$ cat config.mk
export PLATFORM = sky130hd
export DESIGN_NAME = mem_burst_arbiter_flat
export DESIGN_NICKNAME = d
export VERILOG_FILES = /design/src/rtl/mem_burst_pkg.sv /design/src/rtl/mem_burst_if.sv /design/src/rtl/mem_burst_arbiter_rr_pick4.sv /design/src/rtl/mem_burst_arbiter.sv /design/src/flat_wrapper.sv
export SDC_FILE = /design/constraint.sdc
export NUM_CORES = 1
export LEC_CHECK = 0
export ABC_CLOCK_PERIOD_IN_PS = 3000
export CAP_MARGIN = 20
export CORE_AREA = 5 5 253 255
export CTS_CLUSTER_DIAMETER = 120
export DETAILED_ROUTE_END_ITERATION = 8
export DIE_AREA = 0 0 258 260
export PLACE_DENSITY = 0.47
export REMOVE_ABC_BUFFERS = 1
export SYNTH_ARGS = -nofsm -noshare
export SYNTH_HDL_FRONTEND = slang
export SYNTH_HIERARCHICAL = 1
export SYNTH_SLANG_ARGS = --single-unit
$ cat constraint.sdc
create_clock -name mem_clk -period 3 [get_ports mem_clk]
set_clock_uncertainty 0.2 [all_clocks]
set_input_delay 0.45 -clock mem_clk [delete_from_list [all_inputs] [get_ports mem_clk]]
set_output_delay 0.45 -clock mem_clk [all_outputs]
set_load 0.005 [all_outputs]
$ cat src/rtl/mem_burst_pkg.sv
// Shared types for the two-client burst arbiter: source ids, FSM states and
// the default burst data width.
package mem_burst_pkg;

    localparam int DEFAULT_DATA_BITS = 64;

    typedef enum logic [1:0] {
        SRC_C0_WR = 2'd0,
        SRC_C0_RD = 2'd1,
        SRC_C1_WR = 2'd2,
        SRC_C1_RD = 2'd3
    } src_e;

    typedef enum logic {
        ST_IDLE = 1'b0,
        ST_BUSY = 1'b1
    } state_e;

    // Odd source ids are the read direction.
    function automatic logic src_is_rd(input src_e s);
        return s[0];
    endfunction

endpackage

$ cat src/rtl/mem_burst_if.sv
// One rd/wr burst port. The master issues bursts; the slave executes them.
// Handshake: req is a level held by the master until the matching finish;
// wr_burst_data_req pops one write word and rd_burst_data_valid delivers one
// read word in the cycle it is high; finish is a single-cycle pulse.
interface mem_burst_if
    import mem_burst_pkg::*;
#(
    parameter int DATA_BITS = DEFAULT_DATA_BITS,
    parameter int ADDR_BITS = 32,
    parameter int LEN_BITS  = 10
);
    logic                 rd_burst_req;
    logic                 wr_burst_req;
    logic [LEN_BITS-1:0]  rd_burst_len;
    logic [LEN_BITS-1:0]  wr_burst_len;
    logic [ADDR_BITS-1:0] rd_burst_addr;
    logic [ADDR_BITS-1:0] wr_burst_addr;
    logic [DATA_BITS-1:0] wr_burst_data;
    logic                 wr_burst_data_req;
    logic [DATA_BITS-1:0] rd_burst_data;
    logic                 rd_burst_data_valid;
    logic                 rd_burst_finish;
    logic                 wr_burst_finish;

    modport master (
        output rd_burst_req, wr_burst_req, rd_burst_len, wr_burst_len,
               rd_burst_addr, wr_burst_addr, wr_burst_data,
        input  wr_burst_data_req, rd_burst_data, rd_burst_data_valid,
               rd_burst_finish, wr_burst_finish
    );

    modport slave (
        input  rd_burst_req, wr_burst_req, rd_burst_len, wr_burst_len,
               rd_burst_addr, wr_burst_addr, wr_burst_data,
        output wr_burst_data_req, rd_burst_data, rd_burst_data_valid,
               rd_burst_finish, wr_burst_finish
    );
endinterface

$ cat src/rtl/mem_burst_arbiter_rr_pick4.sv
// Combinational 4-way round-robin picker: first active request at or after
// the pointer, wrapping around the ring.
module rr_pick4 (
    input  logic [3:0] i_req,
    input  logic [1:0] i_ptr,
    output logic       o_valid,
    output logic [1:0] o_idx
);
    logic [1:0] w_cand;

    // Scan from the farthest offset down so the nearest hit is the last write.
    always_comb begin
        o_valid = 1'b0;
        o_idx   = i_ptr;
        w_cand  = i_ptr;
        for (int i = 3; i >= 0; i--) begin
            w_cand = i_ptr + 2'(i);
            if (i_req[w_cand]) begin
                o_valid = 1'b1;
                o_idx   = w_cand;
            end
        end
    end
endmodule

$ cat src/rtl/mem_burst_arbiter.sv
// Shares one downstream rd/wr burst port between two clients, one burst at a
// time, round-robin over c0_wr -> c0_rd -> c1_wr -> c1_rd, with a watchdog.
module mem_burst_arbiter
    import mem_burst_pkg::*;
#(
    parameter int MEM_DATA_BITS = DEFAULT_DATA_BITS,
    parameter int ADDR_BITS     = 32,
    parameter int LEN_BITS      = 10,
    parameter int TIMEOUT_BITS  = 16
)(
    input  logic              mem_clk,
    input  logic              rst_n,
    mem_burst_if.slave        c0,
    mem_burst_if.slave        c1,
    mem_burst_if.master       dn,
    output logic [1:0]        grant,
    output logic              busy,
    output logic              timeout_err,
    output state_e            o_dbg_state
);
    localparam logic [TIMEOUT_BITS-1:0] WD_MAX  = '1;
    localparam logic [TIMEOUT_BITS-1:0] WD_LAST = WD_MAX - TIMEOUT_BITS'(1);

    state_e                  r_state;
    src_e                    r_src;
    logic [1:0]              r_ptr;
    logic [ADDR_BITS-1:0]    r_addr;
    logic [LEN_BITS-1:0]     r_len;
    logic                    r_rd_req;
    logic                    r_wr_req;
    logic [1:0]              r_grant;
    logic                    r_busy;
    logic [TIMEOUT_BITS-1:0] r_wd;
    logic                    r_timeout;

    logic [3:0]              w_req_vec;
    logic                    w_pick_valid;
    logic [1:0]              w_pick_idx;
    logic [ADDR_BITS-1:0]    w_sel_addr;
    logic [LEN_BITS-1:0]     w_sel_len;
    logic                    w_act;
    logic                    w_dn_finish;

    assign w_req_vec = {c1.rd_burst_req, c1.wr_burst_req, c0.rd_burst_req, c0.wr_burst_req};

    rr_pick4 u_pick (
        .i_req   (w_req_vec),
        .i_ptr   (r_ptr),
        .o_valid (w_pick_valid),
        .o_idx   (w_pick_idx)
    );

    always_comb begin
        w_sel_addr = c0.wr_burst_addr;
        w_sel_len  = c0.wr_burst_len;
        case (w_pick_idx)
            2'd1: begin w_sel_addr = c0.rd_burst_addr; w_sel_len = c0.rd_burst_len; end
            2'd2: begin w_sel_addr = c1.wr_burst_addr; w_sel_len = c1.wr_burst_len; end
            2'd3: begin w_sel_addr = c1.rd_burst_addr; w_sel_len = c1.rd_burst_len; end
            default: ;
        endcase
    end

    // Only the finish of the granted direction ends the burst.
    assign w_act       = (r_state == ST_BUSY);
    assign w_dn_finish = w_act && (src_is_rd(r_src) ? dn.rd_burst_finish : dn.wr_burst_finish);

    always_ff @(posedge mem_clk) begin
        if (!rst_n) begin
            r_state   <= ST_IDLE;
            r_src     <= SRC_C0_WR;
            r_ptr     <= 2'd0;
            r_addr    <= '0;
            r_len     <= '0;
            r_rd_req  <= 1'b0;
            r_wr_req  <= 1'b0;
            r_grant   <= 2'b00;
            r_busy    <= 1'b0;
            r_wd      <= '0;
            r_timeout <= 1'b0;
        end else begin
            case (r_state)
                ST_IDLE: begin
                    if (w_pick_valid) begin
                        r_src    <= src_e'(w_pick_idx);
                        r_addr   <= w_sel_addr;
                        r_len    <= w_sel_len;
                        r_wr_req <= ~w_pick_idx[0];
                        r_rd_req <= w_pick_idx[0];
                        r_grant  <= w_pick_idx[1] ? 2'b10 : 2'b01;
                        r_busy   <= 1'b1;
                        r_wd     <= '0;
                        r_state  <= ST_BUSY;
                    end
                end
                ST_BUSY: begin
                    if (w_dn_finish) begin
                        r_wr_req <= 1'b0;
                        r_rd_req <= 1'b0;
                        r_grant  <= 2'b00;
                        r_busy   <= 1'b0;
                        r_ptr    <= r_src + 2'd1;
                        r_state  <= ST_IDLE;
                    end else if (r_wd != WD_MAX) begin
                        // Saturating watchdog; the flag is sticky until reset.
                        r_wd <= r_wd + TIMEOUT_BITS'(1);
                        if (r_wd == WD_LAST) r_timeout <= 1'b1;
                    end
                end
                default: r_state <= ST_IDLE;
            endcase
        end
    end

    assign dn.rd_burst_req  = r_rd_req;
    assign dn.wr_burst_req  = r_wr_req;
    assign dn.rd_burst_addr = r_addr;
    assign dn.wr_burst_addr = r_addr;
    assign dn.rd_burst_len  = r_len;
    assign dn.wr_burst_len  = r_len;
    assign dn.wr_burst_data = (w_act && r_src == SRC_C0_WR) ? c0.wr_burst_data :
                              (w_act && r_src == SRC_C1_WR) ? c1.wr_burst_data : '0;

    // Strobes and finishes go only to the owner, in the same cycle.
    assign c0.wr_burst_data_req   = w_act && (r_src == SRC_C0_WR) && dn.wr_burst_data_req;
    assign c1.wr_burst_data_req   = w_act && (r_src == SRC_C1_WR) && dn.wr_burst_data_req;
    assign c0.rd_burst_data_valid = w_act && (r_src == SRC_C0_RD) && dn.rd_burst_data_valid;
    assign c1.rd_burst_data_valid = w_act && (r_src == SRC_C1_RD) && dn.rd_burst_data_valid;
    assign c0.wr_burst_finish     = w_act && (r_src == SRC_C0_WR) && dn.wr_burst_finish;
    assign c1.wr_burst_finish     = w_act && (r_src == SRC_C1_WR) && dn.wr_burst_finish;
    assign c0.rd_burst_finish     = w_act && (r_src == SRC_C0_RD) && dn.rd_burst_finish;
    assign c1.rd_burst_finish     = w_act && (r_src == SRC_C1_RD) && dn.rd_burst_finish;
    assign c0.rd_burst_data       = dn.rd_burst_data;
    assign c1.rd_burst_data       = dn.rd_burst_data;

    assign grant       = r_grant;
    assign busy        = r_busy;
    assign timeout_err = r_timeout;
    assign o_dbg_state = r_state;
endmodule
$ cat src/flat_wrapper.sv
// flat-port wrapper written by rule: the top's interface ports become plain ports
module mem_burst_arbiter_flat import mem_burst_pkg::*;
#(
    parameter int MEM_DATA_BITS = DEFAULT_DATA_BITS,
    parameter int ADDR_BITS     = 32,
    parameter int LEN_BITS      = 10,
    parameter int TIMEOUT_BITS  = 16
)
  (mem_clk, rst_n, grant, busy, timeout_err, o_dbg_state, c0_rd_burst_req, c0_wr_burst_req, c0_rd_burst_len, c0_wr_burst_len, c0_rd_burst_addr, c0_wr_burst_addr, c0_wr_burst_data, c0_wr_burst_data_req, c0_rd_burst_data, c0_rd_burst_data_valid, c0_rd_burst_finish, c0_wr_burst_finish, c1_rd_burst_req, c1_wr_burst_req, c1_rd_burst_len, c1_wr_burst_len, c1_rd_burst_addr, c1_wr_burst_addr, c1_wr_burst_data, c1_wr_burst_data_req, c1_rd_burst_data, c1_rd_burst_data_valid, c1_rd_burst_finish, c1_wr_burst_finish, dn_rd_burst_req, dn_wr_burst_req, dn_rd_burst_len, dn_wr_burst_len, dn_rd_burst_addr, dn_wr_burst_addr, dn_wr_burst_data, dn_wr_burst_data_req, dn_rd_burst_data, dn_rd_burst_data_valid, dn_rd_burst_finish, dn_wr_burst_finish);
  mem_burst_if #(.ADDR_BITS(ADDR_BITS), .LEN_BITS(LEN_BITS)) c0_i ();
  mem_burst_if #(.ADDR_BITS(ADDR_BITS), .LEN_BITS(LEN_BITS)) c1_i ();
  mem_burst_if #(.ADDR_BITS(ADDR_BITS), .LEN_BITS(LEN_BITS)) dn_i ();
  input  logic mem_clk;
  input  logic rst_n;
  output logic [1:0] grant;
  output logic busy;
  output logic timeout_err;
  output state_e o_dbg_state;
  input wire logic [$bits(c0_i.rd_burst_req)-1:0] c0_rd_burst_req;
  input wire logic [$bits(c0_i.wr_burst_req)-1:0] c0_wr_burst_req;
  input wire logic [$bits(c0_i.rd_burst_len)-1:0] c0_rd_burst_len;
  input wire logic [$bits(c0_i.wr_burst_len)-1:0] c0_wr_burst_len;
  input wire logic [$bits(c0_i.rd_burst_addr)-1:0] c0_rd_burst_addr;
  input wire logic [$bits(c0_i.wr_burst_addr)-1:0] c0_wr_burst_addr;
  input wire logic [$bits(c0_i.wr_burst_data)-1:0] c0_wr_burst_data;
  output wire logic [$bits(c0_i.wr_burst_data_req)-1:0] c0_wr_burst_data_req;
  output wire logic [$bits(c0_i.rd_burst_data)-1:0] c0_rd_burst_data;
  output wire logic [$bits(c0_i.rd_burst_data_valid)-1:0] c0_rd_burst_data_valid;
  output wire logic [$bits(c0_i.rd_burst_finish)-1:0] c0_rd_burst_finish;
  output wire logic [$bits(c0_i.wr_burst_finish)-1:0] c0_wr_burst_finish;
  input wire logic [$bits(c1_i.rd_burst_req)-1:0] c1_rd_burst_req;
  input wire logic [$bits(c1_i.wr_burst_req)-1:0] c1_wr_burst_req;
  input wire logic [$bits(c1_i.rd_burst_len)-1:0] c1_rd_burst_len;
  input wire logic [$bits(c1_i.wr_burst_len)-1:0] c1_wr_burst_len;
  input wire logic [$bits(c1_i.rd_burst_addr)-1:0] c1_rd_burst_addr;
  input wire logic [$bits(c1_i.wr_burst_addr)-1:0] c1_wr_burst_addr;
  input wire logic [$bits(c1_i.wr_burst_data)-1:0] c1_wr_burst_data;
  output wire logic [$bits(c1_i.wr_burst_data_req)-1:0] c1_wr_burst_data_req;
  output wire logic [$bits(c1_i.rd_burst_data)-1:0] c1_rd_burst_data;
  output wire logic [$bits(c1_i.rd_burst_data_valid)-1:0] c1_rd_burst_data_valid;
  output wire logic [$bits(c1_i.rd_burst_finish)-1:0] c1_rd_burst_finish;
  output wire logic [$bits(c1_i.wr_burst_finish)-1:0] c1_wr_burst_finish;
  output wire logic [$bits(dn_i.rd_burst_req)-1:0] dn_rd_burst_req;
  output wire logic [$bits(dn_i.wr_burst_req)-1:0] dn_wr_burst_req;
  output wire logic [$bits(dn_i.rd_burst_len)-1:0] dn_rd_burst_len;
  output wire logic [$bits(dn_i.wr_burst_len)-1:0] dn_wr_burst_len;
  output wire logic [$bits(dn_i.rd_burst_addr)-1:0] dn_rd_burst_addr;
  output wire logic [$bits(dn_i.wr_burst_addr)-1:0] dn_wr_burst_addr;
  output wire logic [$bits(dn_i.wr_burst_data)-1:0] dn_wr_burst_data;
  input wire logic [$bits(dn_i.wr_burst_data_req)-1:0] dn_wr_burst_data_req;
  input wire logic [$bits(dn_i.rd_burst_data)-1:0] dn_rd_burst_data;
  input wire logic [$bits(dn_i.rd_burst_data_valid)-1:0] dn_rd_burst_data_valid;
  input wire logic [$bits(dn_i.rd_burst_finish)-1:0] dn_rd_burst_finish;
  input wire logic [$bits(dn_i.wr_burst_finish)-1:0] dn_wr_burst_finish;
  assign c0_i.rd_burst_req = c0_rd_burst_req;
  assign c0_i.wr_burst_req = c0_wr_burst_req;
  assign c0_i.rd_burst_len = c0_rd_burst_len;
  assign c0_i.wr_burst_len = c0_wr_burst_len;
  assign c0_i.rd_burst_addr = c0_rd_burst_addr;
  assign c0_i.wr_burst_addr = c0_wr_burst_addr;
  assign c0_i.wr_burst_data = c0_wr_burst_data;
  assign c0_wr_burst_data_req = c0_i.wr_burst_data_req;
  assign c0_rd_burst_data = c0_i.rd_burst_data;
  assign c0_rd_burst_data_valid = c0_i.rd_burst_data_valid;
  assign c0_rd_burst_finish = c0_i.rd_burst_finish;
  assign c0_wr_burst_finish = c0_i.wr_burst_finish;
  assign c1_i.rd_burst_req = c1_rd_burst_req;
  assign c1_i.wr_burst_req = c1_wr_burst_req;
  assign c1_i.rd_burst_len = c1_rd_burst_len;
  assign c1_i.wr_burst_len = c1_wr_burst_len;
  assign c1_i.rd_burst_addr = c1_rd_burst_addr;
  assign c1_i.wr_burst_addr = c1_wr_burst_addr;
  assign c1_i.wr_burst_data = c1_wr_burst_data;
  assign c1_wr_burst_data_req = c1_i.wr_burst_data_req;
  assign c1_rd_burst_data = c1_i.rd_burst_data;
  assign c1_rd_burst_data_valid = c1_i.rd_burst_data_valid;
  assign c1_rd_burst_finish = c1_i.rd_burst_finish;
  assign c1_wr_burst_finish = c1_i.wr_burst_finish;
  assign dn_rd_burst_req = dn_i.rd_burst_req;
  assign dn_wr_burst_req = dn_i.wr_burst_req;
  assign dn_rd_burst_len = dn_i.rd_burst_len;
  assign dn_wr_burst_len = dn_i.wr_burst_len;
  assign dn_rd_burst_addr = dn_i.rd_burst_addr;
  assign dn_wr_burst_addr = dn_i.wr_burst_addr;
  assign dn_wr_burst_data = dn_i.wr_burst_data;
  assign dn_i.wr_burst_data_req = dn_wr_burst_data_req;
  assign dn_i.rd_burst_data = dn_rd_burst_data;
  assign dn_i.rd_burst_data_valid = dn_rd_burst_data_valid;
  assign dn_i.rd_burst_finish = dn_rd_burst_finish;
  assign dn_i.wr_burst_finish = dn_wr_burst_finish;
  mem_burst_arbiter #(.MEM_DATA_BITS(MEM_DATA_BITS), .ADDR_BITS(ADDR_BITS), .LEN_BITS(LEN_BITS), .TIMEOUT_BITS(TIMEOUT_BITS)) u_core (.mem_clk(mem_clk), .rst_n(rst_n), .c0(c0_i), .c1(c1_i), .dn(dn_i), .grant(grant), .busy(busy), .timeout_err(timeout_err), .o_dbg_state(o_dbg_state));
endmodule
== Yosys cells after proc, flatten, opt, wreduce, memory -nomap -nowiden ==
Index checks and enable logic that the tools add are counted.

* $lt $le $gt $ge: 4
* Reduce and logical (&&, ||, !) cells: 19
* Bitwise logic cells: 3
* Multiplexer cells: 39
* Add/subtract/negate cells: 5
* Equal/unequal tests: 12

{| class="wikitable"
|+ Operators by type and width
! kind !! number
|-
| $mux 64 || 2
|-
| $pmux 32 s3 || 1
|-
| $mux 16 || 3
|-
| $pmux 16 s2 || 1
|-
| $pmux 10 s3 || 1
|-
| $add 16x1->16 const B || 1
|-
| $eq 16x16->1 const B || 1
|-
| $ne 16x16->1 const B || 1
|-
| $mux 1 || 15
|-
| $mux 2 || 7
|-
| $logic_and 1x1->1 || 13
|-
| $lt 2x3->1 const B || 4
|-
| $bmux 1 s2 || 4
|-
| $eq 2x2->1 const B || 4
|-
| $ne 2x2->1 const B || 4
|-
| $pmux 1 s2 || 4
|-
| $reduce_and 2->1 || 3
|-
| $add 2x1->2 const B || 2
|-
| $add 2x2->2 const B || 2
|-
| $eq 2x1->1 const B || 2
|-
| $pmux 2 s2 || 1
|-
| $reduce_and 4->1 || 1
|-
| $not 1->1 || 3
|-
| $reduce_and 3->1 || 1
|-
| $logic_not 2->1 || 1
|}

* Output and inout port bits: 291
* Flip-flop bits (word level): 69

== Depth between registers and ports, before layout ==
Gate-level depths: netlist (run 1).

* Word-level depth: 10
* Gate-level depth with buffers: 8
* Gate-level depth less buffers: 6

== Hierarchy ==
The synthesis (run 1) kept the hierarchy.

{| class="wikitable"
|+ Modules (own cells, without submodules)
! module !! seq. area each (um^2) !! area an instance (um^2) !! instances !! cells an instance
|-
| mem_burst_arbiter || 1381.3 || 5993.2 || 1 || 670
|-
| rr_pick4 || 0.0 || 100.1 || 1 || 16
|}

== Worst setup path after synthesis (run 1) ==
Ideal clock, no wire load.

* Path type: input to register
* Start: input port c1_rd_burst_req
* End: register u_core.r_addr[0] (netlist: u_core/dn.rd_burst_addr[0])
* Data required time: 2.678 ns
* Data arrival time: 2.253 ns
* Path slack: 0.425 ns
* Path buffers: 2
* Cell stages on the path: 8
* Cell sequence: and2b_2 -> o21ai_0 -> o221a_2 -> clkbuf_1 -> buf_2 -> mux4_2 -> nand2_1 -> a21boi_0

* Cells in the longest elaborated chain, start to end: 8
* Elaborated cells on any way between the ends: 21
* Classes of those cells: 3 x eq/ne; 17 x mux; 1 x reduce/logical

{| class="wikitable"
|+ Ends and longest elaborated chain
! item !! RTL line !! source
|-
| start: declaration || flat_wrapper.sv:31 || <nowiki>input wire logic [$bits(c1_i.rd_burst_req)-1:0] c1_rd_burst_req;</nowiki>
|-
| $bmux 1 s2 || mem_burst_arbiter_rr_pick4.sv:18 || <nowiki>if (i_req[w_cand]) begin</nowiki>
|-
| $mux 1 (not written as such) || mem_burst_arbiter_rr_pick4.sv:18 ||
|-
| $mux 2 (3 in series) || mem_burst_arbiter_rr_pick4.sv:18 ||
|-
| $mux 2 * || mem_burst_arbiter_rr_pick4.sv:18 ||
|-
| net u_core.w_pick_idx[0] || mem_burst_arbiter.sv:38 || <nowiki>logic [1:0] w_pick_idx;</nowiki>
|-
| $eq 2x2->1 / $eq 2x1->1 (equally long branches) || mem_burst_arbiter.sv:56 || <nowiki>case (w_pick_idx)</nowiki>
|-
| $pmux 32 s3 * || mem_burst_arbiter.sv:56 ||
|-
| end signal: assignment || mem_burst_arbiter.sv:86 || <nowiki>r_addr <= w_sel_addr;</nowiki>
|-
| end: declaration || mem_burst_arbiter.sv:27 || <nowiki>logic [ADDR_BITS-1:0] r_addr;</nowiki>
|}

Mark *: on every way through the listed nets, which the timed path passes. The rest lies on a longest branch. The select of a mux whose other input is x is not followed.
A chain may end at the register's enable or synchronous reset.

== Worst setup path after layout (run 1) ==
* Start: register u_core.r_src[1]
* End: output port dn_wr_burst_data[35]

* Cells in the longest elaborated chain, start to end: 4
* Elaborated cells on any way between the ends: 6
* Classes of those cells: 1 x eq/ne; 2 x mux; 3 x reduce/logical

{| class="wikitable"
|+ Ends and longest elaborated chain
! item !! RTL line !! source
|-
| start: declaration || mem_burst_arbiter.sv:25 || <nowiki>src_e r_src;</nowiki>
|-
| start signal: assignment || mem_burst_arbiter.sv:85 || <nowiki>r_src <= src_e'(w_pick_idx);</nowiki>
|-
| $eq 2x2->1 || mem_burst_arbiter.sv:122 || <nowiki>(w_act && r_src == SRC_C1_WR) ? c1.wr_burst_data : '0;</nowiki>
|-
| $logic_and 1x1->1 || mem_burst_arbiter.sv:122 ||
|-
| $mux 64 || mem_burst_arbiter.sv:122 ||
|-
| $mux 64 * || mem_burst_arbiter.sv:121 || <nowiki>assign dn.wr_burst_data = (w_act && r_src == SRC_C0_WR) ? c0.wr_burst_data :</nowiki>
|-
| end: declaration || flat_wrapper.sv:49 || <nowiki>output wire logic [$bits(dn_i.wr_burst_data)-1:0] dn_wr_burst_data;</nowiki>
|}

Every way passes the cells marked *; elsewhere a longest branch is shown, timed or not.

==> flow_metrics.py, run 1 <==
metrics = {
    "die": {
        "ios": 661,
        "initial_utilization": 0.0993,
        "die-width_um": 258,
        "core-area_mm2": 0.0614,
        "die-area_mm2": 0.0671,
        "die_h_um": 260,
        "rows": 91,
    },
    "synth": {
        "ys_types": 53,
        "seq_area_frac_synth": 0.227,
        "synthMuxAreaShare": 0.163,
        "syn_avg_cell_area_um2": 8.88,
        "synth-main-ff-cell": "dfxtp_1",
        "synth_fa_ha_area_frac": 0.0123,
        "synth.cell_area_mm2": 0.00609,
        "synth_compound_area_frac": 0.200,
        "synth_top_family_by_area": "buffers and inverters",
        "synth_edf_count": 0,
        "async_reset_ff_frac": 0,
        "synthTopCellsByArea": "dfxtp_1 23%, buf_4 21%, mux4_2 16%",
        "syn-instance-count": 686,
        "synth_xor_area_frac": 0,
        "ys_warn_count": 6,
        "yosysTopAreaCell": "dfxtp_1",
        "yosys_register_bits": 69,
        "synth_top_area_share": 0.227,
        "synth-simple-area-share": 0.153,
    },
    "grt": {
        "grt_overflow": 0,
        "antenna_found_initial": 1,
        "grt_max_degree": 45,
        "grt_pass1_wl_mm": 57.2,
        "grt_pass1_vias": 7030,
        "grtUsageTotal": 0.121,
    },
    "placement": {
        "gp_congestion": 0.780,
        "port_buffers": 468,
        "dp.cells": 1753,
        "hpwl_mm": 35.3,
    },
    "timing": {
        "fin_crit_sh": 0.962,
        "period_needed_ps": 2890,
        "hold_viol": 0,
        "worstMarginPinSlew_ps": 571,
        "rsz0062_at_grt": "true",
        "setup_violations": 0,
        "hold_ws_ps": 272,
        "relSlewSlack": 0.616,
        "tns_ps": 0,
        "max_freq_mhz": 346,
        "finalMaxSlewViolations": 0,
    },
    "flow_run": {
        "maxCapViolations": 0,
    },
    "power_and_ir_drop": {
        "intPower_mw": 2.61,
        "max-vdd-ir-drop_uv": 251,
        "power.switching_mw": 1.14,
        "power.density_mw_per_mm2": 337,
        "pwr-share-clk": 0.290,
        "finalPower_mw": 3.75,
        "leakage_nw": 3.90,
        "p_comb_frac": 0.423,
        "seqPwrFrac": 0.287,
        "netSwitchingFraction": 0.303,
    },
    "run_status": {
        "status": "finished, final reports clean",
    },
    "clocking": {
        "root_buffer": "clkbuf_16",
        "cts_buffers": 9,
        "clock_latency_ps": 360,
        "clock_path_buffers": 2,
        "clock_sinks": 69,
        "path_clk_slew_ps": 70,
        "cts_tree": "built",
        "htreeDepth": 3,
    },
    "drt": {
        "antenna_left": 0,
        "vias": 6570,
        "vias_per_cell": 3.69,
        "dr.first_iter.drc_count": 411,
        "wl_per_cell_um": 24.3,
        "post-route-drc-count": 0,
        "drt_first_pass_iters": 6,
        "finalWirelength_mm": 43.2,
    },
    "layout": {
        "nNetsFinal": 1358,
        "syn_to_final_growth_pct": 82.1,
        "drive_gt1_frac": 0.116,
        "fin_cells": 1779,
    },
    "setup_path": {
        "worstPathMaxFanout": 18,
        "crit_arrival_ps": 2240,
        "crit_required_ps": 2350,
        "end_kind": "output pin",
        "startpoint_type": "flip-flop",
        "crit_type": "reg -> out",
    },
    "worst_hold_path": {
        "hp-class": "reg -> reg",
    },
}
[final timing paths]
kind	startpoint	to	slack, ps	cells after the start
setup / recovery	u_core/r_src[1]	dn_wr_burst_data[35]	110	6
hold / removal	u_core/grant[1]	u_core/grant[1]	270	2
setup reg to reg	u_core/r_ptr[0]	u_core/dn.rd_burst_addr[14]	540	7
hold reg to reg	u_core/grant[1]	u_core/grant[1]	270	2
[per-stage QoR]
| stage | cell area (um^2) | util | setup WS [ps] |
|---|---|---|---|
| after CTS | 11000 | 0.180 | 1.63 |
| after floorplan | 4620 | - | -729 |
| after global routing | 11100 | 0.181 | -22.1 |
| after detailed placement | 10600 | 0.173 | -14.0 |
| final | 11100 | 0.181 | 113 |
| after global placement | 10600 | 0.173 | 6.69 |
[timing repair]
| item | 4_1_cts | 5_1_grt |
|---|---|---|
| gates resized for setup | 7 | 6 |
| endpoints found under the hold margin | 0 | 0 |
| buffers inserted | 1 | 3 |
| endpoints found under the setup margin | 64 | 47 |
| cloned | 3 | 1 |
| pin swaps | 0 | 1 |
| hold buffers | 0 | 0 |
[cell type report]
type	instances	area, um^2
well taps	790	988
flip-flops and latches	69	1390
diodes	2	5.00
inverters	7	26.3
multi-input cells	393	3270
repair buffers	502	5140
clock inverters	5	35.0
clock buffers	11	243
fillers	6805	50300
[sequential cells by signal, summed over array words and instances, names as in the netlist]
register	cells
u_core/busy	1
u_core/dn.rd_burst_addr	32
u_core/dn.rd_burst_len	10
u_core/dn.rd_burst_req	1
u_core/dn.wr_burst_req	1
u_core/grant	2
u_core/o_dbg_state	1
u_core/r_ptr	2
u_core/r_src	2
u_core/r_wd	16
u_core/timeout_err	1
[Yosys cell counts, types with 2 or more instances]
cell type,instances
a21oi_1,4
and4_1,3
buf_4,170
o211ai_1,4
o311a_1,4
clkbuf_1,37
a21boi_0,47
mux4_2,42
nor4_1,5
and2b_2,3
a211o_1,7
and3_1,8
mux2i_1,3
o31ai_1,2
nor4b_1,3
o21ai_0,5
dfxtp_1,69
o311ai_0,2
nand4_1,5
and2_1,4
nor2_1,15
ha_1,6
buf_2,6
nand2_1,106
inv_1,6
or3_1,6
nand2b_1,4
nand3_1,9
buf_1,3
or4_1,4
nand4_2,2
a22o_1,64
a21boi_1,4
nor3_1,5
[critical path, cell delays in order, from the launching register on]
cell and delay, ps:
dfxtp_4 420, ha_4 160, nand2_1 80, nor2_4 200, bufbuf_16 340, a22o_1 150, clkdlybuf4s50_1 510
[layer usage]
layer / share of wire / global-route usage / routed length (um) / vias up
met2: 0.39 / 0.161 / 17100 / 453
met4: 0.0083 / 0.0222 / 357 / 8
li1: - / - / - / 2916
met5: 0.0081 / 0.0468 / 351 / -
met1: 0.44 / 0.153 / 19100 / 3165
met3: 0.15 / 0.0914 / 6300 / 28
[logic make-up (layout without fill, tap and decap cells)]
kind of cell	count (synthesis)	in the layout
AOI/OAI and AO/OA	151	151
adders and majority gates	6	6
buffers and inverters	224	525
DFF	69	69
muxes	46	46
other	0	2
and+or+nand+nor	190	190
[cell usage in the layout, fill, tap and decap left out, types with 5 or more instances in the layout]
cell type and instances:
buf_4 21, clkdlybuf4s50_1 464, mux4_2 42, nor3_1 5, dfxtp_1 68, a22o_1 64, nand2_1 105, nand4_1 5
a21boi_0 47, o21ai_0 5, nor2_1 14, or3_1 6, and3_1 8, buf_12 9, clkbuf_16 10, nand3_1 9
a211o_1 7, nor4_1 5
[power groups by stage]
stage          Clock [mW]  Sequential (mW)  Combinational, mW
2_1_floorplan           0             1.08              0.481
3_3_place_gp            0             1.10               1.56
3_5_place_dp            0             1.10               1.57
4_1_cts              1.15             1.08               1.62
5_1_grt              1.17             1.09               1.70
6_report             1.08             1.08               1.58
No activity file was read; power rests on OpenSTA's default activity.
==> inputs of run 2 (changes only) <==
--- a/config.mk
+++ b/config.mk
@@ -6,12 +6,13 @@
 export NUM_CORES = 1
 export LEC_CHECK = 0
 export ABC_CLOCK_PERIOD_IN_PS = 3000
-export CAP_MARGIN = 20
+export CAP_MARGIN = 0
 export CORE_AREA = 5 5 253 255
 export CTS_CLUSTER_DIAMETER = 120
 export DETAILED_ROUTE_END_ITERATION = 8
 export DIE_AREA = 0 0 258 260
-export PLACE_DENSITY = 0.47
+export HOLD_SLACK_MARGIN = 0.08
+export PLACE_DENSITY = 0.34
 export REMOVE_ABC_BUFFERS = 1
 export SYNTH_ARGS = -nofsm -noshare
 export SYNTH_HDL_FRONTEND = slang
==> run 2 against run 1 <==
  * Critical path depth grew 1
  * Die area unchanged
  * Register-to-register slack improved by 60 ps
  * Final cell count decreased by 0.17%
  * Setup slack got worse by 29 ps
  * Clock-buffer cell count fell by 1
  * Via count down 0.53%
  * Core utilization about the same
  * Sequential share of layout area about the same
==> flow_metrics.py, run 2 (synthesized netlist as in run 1, its figures left out) <==
metrics = {
    "placement": {
        "hpwl_mm": 36.8,
        "dp.cells": 1754,
        "gp_congestion": 0.777,
        "port_buffers": 468,
        "place_ws_ps": -56.6,
        "place_area_mm2": 0.0106,
    },
    "grt": {
        "grt_max_degree": 58,
        "grtUsageTotal": 0.125,
        "grt_pass1_vias": 7104,
        "antenna_found_initial": 5,
        "grt_overflow": 0,
        "grt_pass1_wl_mm": 59.0,
    },
    "clocking": {
        "cts_buffers": 9,
        "cts_hold_buf": 0,
        "root_buffer": "clkbuf_16",
        "htreeDepth": 3,
        "clock_latency_ps": 370,
        "clock_sinks": 69,
        "cts_tree": "built",
        "path_clk_slew_ps": 70,
        "clock_path_buffers": 2,
    },
    "layout": {
        "layout_commonest_cell": "clkdlybuf4s50_1",
        "nNetsFinal": 1355,
        "drive_gt1_frac": 0.113,
        "fin_area_mm2": 0.0111,
        "fillerInstances": 6834,
        "syn_to_final_growth_pct": 82.0,
        "seqCellArea_mm2": 0.00139,
        "final_util": 0.181,
        "multi_input_area_mm2": 0.00326,
        "largest_reg_flops": 32,
        "fin_cells": 1776,
        "final_cell_mix": "460 x clkdlybuf4s50_1, 105 x nand2_1, 67 x dfxtp_1",
    },
    "drt": {
        "vias_per_cell": 3.68,
        "vias": 6535,
        "dr.first_iter.drc_count": 297,
        "antenna_left": 0,
        "post-route-drc-count": 0,
        "drt_first_pass_iters": 4,
        "finalWirelength_mm": 44.8,
        "wl_per_cell_um": 25.2,
    },
    "die": {
        "die-width_um": 258,
        "initial_utilization": 0.0993,
        "ios": 661,
        "die-area_mm2": 0.0671,
        "core-area_mm2": 0.0614,
        "rows": 91,
        "die_h_um": 260,
    },
    "timing": {
        "relSlewSlack": 0.567,
        "finalMaxSlewViolations": 0,
        "fin_crit_sh": 0.972,
        "tns_ps": 0,
        "hold_ws_ps": 279,
        "worstMarginPinSlew_ps": 644,
        "timing.final.ws_setup_ps": 84.0,
        "max_freq_mhz": 343,
        "setup_violations": 0,
        "period_needed_ps": 2920,
        "rsz0062_at_grt": "true",
        "hold_viol": 0,
    },
    "power_and_ir_drop": {
        "leakage_nw": 3.95,
        "finalPower_mw": 3.90,
        "max-vdd-ir-drop_uv": 189,
        "power.density_mw_per_mm2": 352,
    },
    "setup_path": {
        "crit_required_ps": 2350,
        "path_cells": "inv_1 -> ha_2 -> nand2_1 -> nor2_4 -> buf_12 -> a22o_1 -> clkdlybuf4s50_1",
        "cp_slowest_stage_delay_ps": 560,
        "end_kind": "output pin",
        "crit_arrival_ps": 2270,
        "slowest_stage": "clkdlybuf4s50_1",
        "crit_type": "reg -> out",
        "worstPathMaxFanout": 29,
        "startpoint_type": "flip-flop",
    },
    "run_status": {
        "status": "finished, final reports clean",
    },
    "flow_run": {
        "maxCapViolations": 0,
    },
    "worst_hold_path": {
        "hp-class": "reg -> reg",
    },
}
-- run 2: power by group --
part	internal [mW]	total (mW)	switching, mW
sequential	0.992	1.08	0.0874
combinational	1.03	1.58	0.549
clock	0.738	1.24	0.504
total	2.76	3.90	1.14
-- run 2: worst max-delay path: cells and delay by family, from the launching register on --
kind,cells,cell delay [ps]
buffers and inverters,3,840
flip-flops,1,320
AND/OR/NAND/NOR,2,270
AO/OA/AOI/OAI,1,230
adder cells (fa/ha/maj),1,200
-- run 2: final timing paths --
kind	from	endpoint	slack, ps	cells after the start
max	u_core/r_src[0]	dn_wr_burst_data[52]	80	7
min	u_core/grant[1]	u_core/grant[1]	280	2
max reg2reg	u_core/r_src[0]	u_core/r_wd[10]	600	5
min reg2reg	u_core/grant[1]	u_core/grant[1]	280	2
-- run 2: timing repair --
action / CTS / global route
buffers inserted: 1 / 1
gates resized for setup: 7 / 9
cloned: 0 / 2
setup endpoints to repair: 62 / 17
pin swaps: 0 / 1
-- run 2: routing by layer --
metal | GRT usage | wire (um)
met1 | 0.150 | 18700
met2 | 0.162 | 17300
met3 | 0.112 | 7900
met4 | 0.0230 | 363
met5 | 0.0585 | 477
-- run 2: layout make-up --
type                    count  share of cell area
diodes                      2            0.000451
flip-flops and latches     69               0.125
clock buffers              10              0.0206
clock inverters             6             0.00857
multi-input cells         393               0.294
inverters                   7             0.00237
repair buffers            499               0.460
well taps                 790              0.0891
==> inputs of run 3 (changes only) <==
==> constraint.sdc (replaced) <==
create_clock -name mem_clk -period 3 [get_ports mem_clk]
set_clock_uncertainty 0.2 [all_clocks]
set_input_delay 0.45 -clock mem_clk [delete_from_list [all_inputs] [get_ports mem_clk]]
set_output_delay 0.45 -clock mem_clk [all_outputs]
set_load 0.01 [all_outputs]
==> run 3 against run 2 <==
  * Setup slack improved by 10 ps
  * Routed wire length rose by 2.0%
  * Largest cell class unchanged
  * Die area is the same
  * Worst hold slack improved by 1.3 ps
  * Via count up 0.46%
  * Sequential power about the same
  * Power decreased by 0.36%
  * Sequential share of layout area shrank 0.14 points
==> flow_metrics.py, run 3 (synthesized netlist as in run 1, its figures left out) <==
metrics = {
    "run_status": {
        "status": "finished, final reports clean",
    },
    "timing": {
        "worstMarginPinSlew_ps": 569,
        "relSlewSlack": 0.617,
        "finalMaxSlewViolations": 0,
        "max_freq_mhz": 344,
        "setup_violations": 0,
        "fin_crit_sh": 0.969,
        "hold_viol": 0,
        "period_needed_ps": 2910,
    },
    "worst_hold_path": {
        "hp-class": "reg -> reg",
    },
    "placement": {
        "place_area_mm2": 0.0106,
        "port_buffers": 468,
        "hpwl_mm": 36.8,
        "gp_congestion": 0.785,
        "dp.cells": 1753,
    },
    "grt": {
        "grt_overflow": 0,
        "antenna_found_initial": 5,
        "grtUsageTotal": 0.126,
        "grt_pass1_wl_mm": 58.9,
        "grt_pass1_vias": 6882,
        "grt_max_degree": 58,
    },
    "setup_path": {
        "crit_type": "reg -> out",
        "crit_arrival_ps": 2260,
        "crit_required_ps": 2350,
        "startpoint_type": "flip-flop",
        "worstPathMaxFanout": 22,
        "end_kind": "output pin",
    },
    "drt": {
        "wl_per_cell_um": 25.6,
        "antenna_left": 0,
        "finalWirelength_mm": 45.7,
        "drt_first_pass_iters": 4,
        "post-route-drc-count": 0,
        "dr.first_iter.drc_count": 284,
        "vias_per_cell": 3.69,
        "vias": 6565,
    },
    "layout": {
        "final_cell_mix": "416 x clkdlybuf4s50_1, 105 x nand2_1, 67 x dfxtp_1",
        "layout_commonest_cell": "clkdlybuf4s50_1",
        "seqCellArea_mm2": 0.00139,
        "nNetsFinal": 1359,
        "fin_area_mm2": 0.0112,
        "drive_gt1_frac": 0.116,
        "fin_cells": 1781,
        "multi_input_area_mm2": 0.00327,
        "syn_to_final_growth_pct": 84.1,
        "fillerInstances": 6817,
        "largest_reg_flops": 32,
    },
    "die": {
        "rows": 91,
        "die-area_mm2": 0.0671,
        "core-area_mm2": 0.0614,
        "die_h_um": 260,
        "ios": 661,
        "initial_utilization": 0.0993,
        "die-width_um": 258,
    },
    "power_and_ir_drop": {
        "leakage_nw": 4.43,
        "max-vdd-ir-drop_uv": 261,
        "power.density_mw_per_mm2": 346,
    },
    "clocking": {
        "cts_buffers": 9,
        "cts_hold_buf": 0,
        "cts_tree": "built",
        "root_buffer": "clkbuf_16",
        "clock_latency_ps": 370,
        "clock_path_buffers": 2,
        "path_clk_slew_ps": 70,
        "htreeDepth": 3,
        "clock_sinks": 69,
    },
    "flow_run": {
        "maxCapViolations": 0,
    },
}
-- run 3: cell type report --
type,instances,share of cell area
well taps,790,0.0881
clock buffers,10,0.0204
diodes,3,0.000669
inverters,7,0.00234
clock inverters,6,0.00636
multi-input cells,393,0.292
repair buffers,503,0.467
flip-flops and latches,69,0.124
-- run 3: per-layer routing --
layer / GRT usage / vias up / part of all wire
met3: 0.110 / 43 / 0.17
met2: 0.159 / 551 / 0.39
met4: 0.0291 / 14 / 0.012
li1: - / 2924 / -
met5: 0.0658 / - / 0.012
met1: 0.151 / 3033 / 0.41
-- run 3: final timing paths --
| check | cells after the start | slack, ps | end | startpoint |
|---|---|---|---|---|
| min reg2reg | 1 | 280 | u_core/timeout_err | u_core/timeout_err |
| max reg2reg | 7 | 550 | u_core/dn.rd_burst_addr[15] | u_core/r_ptr[0] |
| min | 1 | 280 | u_core/timeout_err | u_core/timeout_err |
| max | 7 | 90 | dn_wr_burst_data[7] | u_core/r_src[1] |
-- run 3: worst max-delay path, stage by stage (launching register included) --
cell,delay (ps)
dfxtp_4,400
inv_1,100
ha_4,190
and2_2,180
buf_12,160
buf_6,150
a22o_1,230
clkdlybuf4s50_1,470
-- run 3: metrics by stage --
stage / setup TNS [ps] / hold WS (ps) / worst slack (ps) / power [mW] / util
after floorplan: -49860 / 251 / -779 / 1.64 / -
after global placement: -292 / 247 / -36.1 / 2.77 / 0.173
after detailed placement: -1040 / 264 / -57.9 / 2.76 / 0.173
after CTS: -482 / 267 / -38.5 / 3.98 / 0.178
after global routing: -28.5 / 299 / -11.8 / 4.11 / 0.183
final: 0 / 280 / 94.1 / 3.88 / 0.183
-- run 3: report_power, final --
part	total, mW	leakage [nW]	internal (mW)	switching, mW
logic	1.64	3.72	1.01	0.627
registers	1.08	0.567	0.992	0.0878
clock network	1.17	0.145	0.654	0.512
total	3.88	4.43	2.66	1.23
-- run 3: what timing repair did --
action,CTS,global route
cloned,0,5
setup endpoints to repair,64,42
gates resized for setup,28,35
hold endpoints to repair,0,0
pin swaps,0,2
buffers inserted,0,4
